**config.mk**
```make
export PLATFORM = sky130hd
export DESIGN_NAME = instr_fetch
export DESIGN_NICKNAME = d
export VERILOG_FILES = /design/src/rtl/instr_fetch_pkg.sv /design/src/rtl/ifu_fifo.sv /design/src/rtl/instr_fetch.sv
export SDC_FILE = /design/constraint.sdc
export NUM_CORES = 1
export LEC_CHECK = 0
export CAP_MARGIN = 20
export CELL_PAD_IN_SITES_DETAIL_PLACEMENT = 0
export CELL_PAD_IN_SITES_GLOBAL_PLACEMENT = 1
export CORE_MARGIN = 2
export CORE_UTILIZATION = 46
export DETAILED_ROUTE_END_ITERATION = 10
export GPL_TIMING_DRIVEN = 0
export PLACE_DENSITY = 0.9
export RECOVER_POWER = 50
export REMOVE_ABC_BUFFERS = 1
export SLEW_MARGIN = 10
export SYNTH_ARGS = -nofsm -noshare
export SYNTH_HDL_FRONTEND = slang
export SYNTH_HIERARCHICAL = 1
export SYNTH_SLANG_ARGS = --single-unit
```
**constraint.sdc**
```tcl
create_clock -name clk -period 13.6 [get_ports clk]
set_clock_uncertainty 0.2 [all_clocks]
set_input_delay 2.72 -clock clk [delete_from_list [all_inputs] [get_ports clk]]
set_output_delay 2.72 -clock clk [all_outputs]
set_load 0.03 [all_outputs]
```
**src/rtl/instr_fetch_pkg.sv**
```systemverilog
// Shared fetch-stage types and constants.
package instr_fetch_pkg;

   localparam int unsigned XLEN = 32;

   typedef logic [XLEN-1:0] word_t;

   localparam word_t IFU_NOP_INSTR = 32'h0000_0013;
   localparam word_t PC_INC        = 32'd4;

   typedef struct packed {
      logic  fault;
      word_t pc;
      word_t instr;
   } if_entry_t;

   function automatic word_t align_pc(input word_t a);
      return {a[XLEN-1:2], 2'b00};
   endfunction

endpackage

```
**src/rtl/ifu_fifo.sv**
```systemverilog
// Small synchronous FIFO for fetched entries, with flush.
module ifu_fifo
   import instr_fetch_pkg::*;
#(
   parameter int DEPTH = 2
) (
   input  logic                       clk,
   input  logic                       rst,
   input  logic                       flush,
   input  logic                       push,
   input  if_entry_t                  wdata,
   input  logic                       pop,
   output if_entry_t                  rdata,
   output logic                       valid,
   output logic [$clog2(DEPTH+1)-1:0] count
);

   localparam int AW = $clog2(DEPTH);
   localparam int CW = $clog2(DEPTH+1);

   if_entry_t     mem [DEPTH];
   logic [AW-1:0] rd_ptr;
   logic [AW-1:0] wr_ptr;
   logic          push_en;
   logic          pop_en;

   assign valid   = (count != '0);
   assign push_en = push & ~flush;
   assign pop_en  = pop & valid & ~flush;
   assign rdata   = mem[rd_ptr];

   always_ff @(posedge clk or posedge rst) begin
      if (rst) begin
         rd_ptr <= '0;
         wr_ptr <= '0;
         count  <= '0;
      end else if (flush) begin
         rd_ptr <= '0;
         wr_ptr <= '0;
         count  <= '0;
      end else begin
         if (push_en) wr_ptr <= wr_ptr + AW'(1);
         if (pop_en)  rd_ptr <= rd_ptr + AW'(1);
         unique case ({push_en, pop_en})
            2'b10:   count <= count + CW'(1);
            2'b01:   count <= count - CW'(1);
            default: ;
         endcase
      end
   end

   always_ff @(posedge clk or posedge rst) begin
      if (rst) begin
         for (int i = 0; i < DEPTH; i++) mem[i] <= '0;
      end else if (push_en) begin
         mem[wr_ptr] <= wdata;
      end
   end

   // a full buffer may only accept a word in the same cycle it pops one
   a_no_overflow: assert property (
      @(posedge clk) disable iff (rst)
      (push_en & ~pop_en) |-> (count != CW'(DEPTH))
   );

endmodule

```
**src/rtl/instr_fetch.sv**
```systemverilog
// Fetch stage: PC, bus credit, in-flight tracking and redirect discard.
module instr_fetch
   import instr_fetch_pkg::*;
#(
   parameter logic [31:0] RESET_PC   = 32'h0000_0000,
   parameter int          FIFO_DEPTH = 2
) (
   input  logic        clk,
   input  logic        rst,
   output logic        ibus_req,
   output logic [31:0] ibus_addr,
   input  logic        ibus_ready,
   input  logic        ibus_rvalid,
   input  logic [31:0] ibus_rdata,
   input  logic        ibus_err,
   input  logic        redirect,
   input  logic [31:0] redirect_pc,
   output logic        if_valid,
   input  logic        if_ready,
   output logic [31:0] if_instr,
   output logic [31:0] if_pc,
   output logic        if_fault
);

   localparam int         CW      = $clog2(FIFO_DEPTH+1);
   localparam logic [CW:0] DEPTH_C = (CW+1)'(FIFO_DEPTH);

   word_t         fetch_pc;
   word_t         resp_pc;
   logic [CW-1:0] outstanding;
   logic [CW-1:0] discard;
   logic [CW-1:0] fifo_count;
   logic [CW:0]   inflight;
   logic          credit;
   logic          accept;
   logic          drop;
   logic          push;
   logic          pop;
   if_entry_t     push_data;
   if_entry_t     head;

   // a popped entry is not credited until the next cycle
   assign inflight  = {1'b0, outstanding} + {1'b0, fifo_count};
   assign credit    = inflight < DEPTH_C;
   assign ibus_req  = ~rst & ~redirect & credit;
   assign ibus_addr = fetch_pc;
   assign accept    = ibus_req & ibus_ready;
   assign drop      = ibus_rvalid & (discard != '0);
   assign push      = ibus_rvalid & ~drop & ~redirect;
   assign pop       = if_valid & if_ready;

   always_comb begin
      push_data.fault = ibus_err;
      push_data.pc    = resp_pc;
      push_data.instr = ibus_err ? IFU_NOP_INSTR : ibus_rdata;
   end

   always_ff @(posedge clk or posedge rst) begin
      if (rst) begin
         fetch_pc    <= RESET_PC;
         resp_pc     <= RESET_PC;
         outstanding <= '0;
         discard     <= '0;
      end else begin
         outstanding <= outstanding + CW'(accept) - CW'(ibus_rvalid);
         if (redirect) begin
            fetch_pc <= align_pc(redirect_pc);
            resp_pc  <= align_pc(redirect_pc);
            // every read still on the bus belongs to the old path
            discard  <= outstanding - CW'(ibus_rvalid);
         end else begin
            if (accept) fetch_pc <= fetch_pc + PC_INC;
            if (push)   resp_pc  <= resp_pc + PC_INC;
            if (drop)   discard  <= discard - CW'(1);
         end
      end
   end

   ifu_fifo #(
      .DEPTH (FIFO_DEPTH)
   ) u_fifo (
      .clk   (clk),
      .rst   (rst),
      .flush (redirect),
      .push  (push),
      .wdata (push_data),
      .pop   (pop),
      .rdata (head),
      .valid (if_valid),
      .count (fifo_count)
   );

   assign if_instr = head.instr;
   assign if_pc    = head.pc;
   assign if_fault = head.fault;

   a_no_underflow: assert property (
      @(posedge clk) disable iff (rst)
      ibus_rvalid |-> (outstanding != '0)
   );

endmodule

```
==> metrics.txt <==
Area growth syn-to-layout 23.9%; Final Instance Area 12900 um2; Gate power share 0.376; Worst setup SP type input pin; Tmin final 9580 ps; IO buf count 165; cts repair resizes 0; via/cell ratio 5.72; fin util 0.575; Clock power frac 0.246; Clock Tree Root clkbuf_16; crit path kind input pin to output pin; Placer Congestion 0.817; largest net degree at the start of global routing 87; Min-Delay Path Class flop to flop; fin. max-slew vios 265; Max Used Layer met5; Synth async-reset ratio 1.00; Non-Filler Instances 1328; DR vias 7597; vias in the first global route 7666; Sw Share 0.329; crit share post-route 0.704; Skew-Pair Late Insertion Delay 430 ps; metal3 WL 1.22 mm; CP endpoint kind output pin; die span in y 155 um; first-pass GRT wire length 41.8 mm; Core Box Area 22400 um2; GRT Overall Usage 0.219; placed insts 1296; CTS Hold Buffers Added 0; Leak 5.56 nW; PD cells 177 nW/um2; part of the power in registers 0.379; Synth Register Bits 198; Num CTS Buffers 17; WL/cell 19.1 um; antenna violations before repair 1; setup repair bufs after CTS 0; Longest Clk Path Bufs 2; I/O pins 170; Worst EP required 10680 ps; die area 23900 um2; Final nets 1108; grt total ovfl 0; num rows 55; area post-placement 12300 um2; final hold violation count 0; commonest non-fill, non-tap cell in the layout dfrtp_1; Met2 Wirelength 11.9 mm; max_slew headroom -1.62; Crit Path Max Fanout 86; Syn Area/Cell 11.7 um2; layout cells sized above 1 0.234; FMAX 104 MHz; Setup WS pre-CTS 5930 ps; initial core utilization 0.464; Final ANT Viol Nets 0; main flop type after synthesis dfrtp_1; post-synthesis sequential area ratio 0.476; post-synthesis cell type count 63; TritonRoute pass-1 iters 5; worst-margin pin slew 3930 ps; Mapped Cells 888; Total Wirelength 25.4 mm; Clock Sinks 198; run status finished, violations left; Fin Setup TNS 0 ps; number of remaining DRC errors 0; Ys Warns 6; worst setup margin 4020 ps; Metal-1 WL 11.7 mm; internal power 1.53 mW; Final setup violation count 0; CTS tree done; maxcap violations 4; hpwl dp 17.6 mm; mapped cell area 10400 um2; failing checks capacitance limit, slew limit; RSZ-0062 raised after global routing no; EDFF count, synth 0; ant diodes 0; maximum VDD drop 0.0851 mV; WP data arrival 6660 ps; H-tree Lvls 4; Psw 0.751 mW; most frequent cells in the layout dfrtp_1, clkdlybuf4s50_1, mux2_2; Iter 0 DRT Violations 444; Die Span X 155 um; clock-pin slew on the worst setup and hold paths 70 ps
-- state kept, by name, indices dropped and copies added, names as in the netlist --
name and cells:
discard 2, ibus_addr 30, outstanding 2, resp_pc 30
u_fifo/count 2, u_fifo/mem 130, u_fifo/rd_ptr 1, u_fifo/wr_ptr 1
-- power groups by stage --
stage | Sequential, mW | Combinational (mW) | Clock, mW
2_1_floorplan | 0.863 | 0.555 | 0
3_3_place_gp | 0.864 | 0.855 | 0
3_5_place_dp | 0.873 | 0.866 | 0
4_1_cts | 0.864 | 0.870 | 0.574
5_1_grt | 0.890 | 0.912 | 0.601
6_report | 0.865 | 0.858 | 0.562
-- final timing paths --
| check | startpoint | to | slack, ps | cells past startpoint |
|---|---|---|---|---|
| min in group asynchronous | rst | resp_pc[3]$_DFFE_PP0N_ | 2840 | 2 |
| min reg2reg | u_fifo/mem[63]$_DFFE_PP0P_ | u_fifo/mem[63]$_DFFE_PP0P_ | 290 | 1 |
| max | redirect | ibus_req | 4020 | 4 |
| min | u_fifo/mem[63]$_DFFE_PP0P_ | u_fifo/mem[63]$_DFFE_PP0P_ | 290 | 1 |
| max reg2reg | u_fifo/count[0]$_DFFE_PP0P_ | outstanding[1]$_DFF_PP0_ | 9950 | 10 |
| max in group asynchronous | rst | u_fifo/rd_ptr$_DFFE_PP0P_ | 4760 | 3 |
-- Yosys cell counts (3+ instances only) --
master | number | area, um2
and3_1 | 9 | 56.3
buf_6 | 9 | 101
a21oi_1 | 10 | 50.1
nor2_1 | 14 | 52.6
mux2_4 | 50 | 751
a21o_1 | 3 | 22.5
buf_2 | 12 | 60.1
and4_1 | 14 | 123
nor3_1 | 10 | 50.1
nor4_1 | 9 | 56.3
nand2_1 | 54 | 203
clkbuf_1 | 30 | 113
nand4_1 | 31 | 194
xnor2_1 | 6 | 52.6
dfrtp_1 | 198 | 4950
or3_1 | 4 | 25.0
mux2_2 | 135 | 1520
o311ai_1 | 4 | 35.0
a22oi_1 | 4 | 30.0
nand3b_1 | 3 | 22.5
inv_1 | 23 | 86.3
ha_1 | 6 | 75.1
a21boi_0 | 5 | 37.5
o311ai_0 | 8 | 70.1
o211ai_1 | 11 | 82.6
o21ai_0 | 38 | 190
mux2_1 | 13 | 146
or2_2 | 6 | 37.5
o31ai_1 | 3 | 22.5
a211o_1 | 3 | 26.3
or4_1 | 15 | 113
nand3_1 | 47 | 235
buf_12 | 5 | 100
buf_4 | 4 | 30.0
xor2_1 | 12 | 105
and2_1 | 8 | 50.1
nor2b_1 | 36 | 225
o31a_1 | 4 | 35.0
-- cell type report --
type | count | area (um2)
Tap cell | 285 | 357
Timing Repair Buffer | 179 | 1850
Clock inverter | 10 | 191
Clock buffer | 22 | 464
Inverter | 25 | 96.3
Sequential cell | 198 | 4960
Fill cell | 1904 | 9530
Multi-Input combinational cell | 609 | 4990
-- per-stage QoR --
step	power [mW]	hold slack [ps]
2_1_floorplan	1.42	259
3_3_place_gp	1.72	269
3_5_place_dp	1.74	275
4_1_cts	2.31	292
5_1_grt	2.40	307
6_report	2.29	287
-- routing by layer --
layer,GRT usage,vias up
met3,0.0353,32
met2,0.351,237
li1,-,3540
met5,0,-
met4,0.0697,2
met1,0.306,3786
-- critical path, stage by stage --
cell and delay [ps]:
clkbuf_1 2540, or4_4 610, inv_2 140, clkdlybuf4s50_1 620
-- cells by family (layout without fill, tap and decap cells) --
group	after synthesis	count (layout)	share of synthesized area
simple gates	271	271	0.149
mux	199	199	0.233
flops	198	198	0.476
compound gates	108	108	0.0701
buf+inv	86	236	0.0482
xor+xnor	18	18	0.0151
fa+ha+maj	7	7	0.00913
other cells	1	6	0.000360
Note: power is estimated with default switching activity, not from simulation.
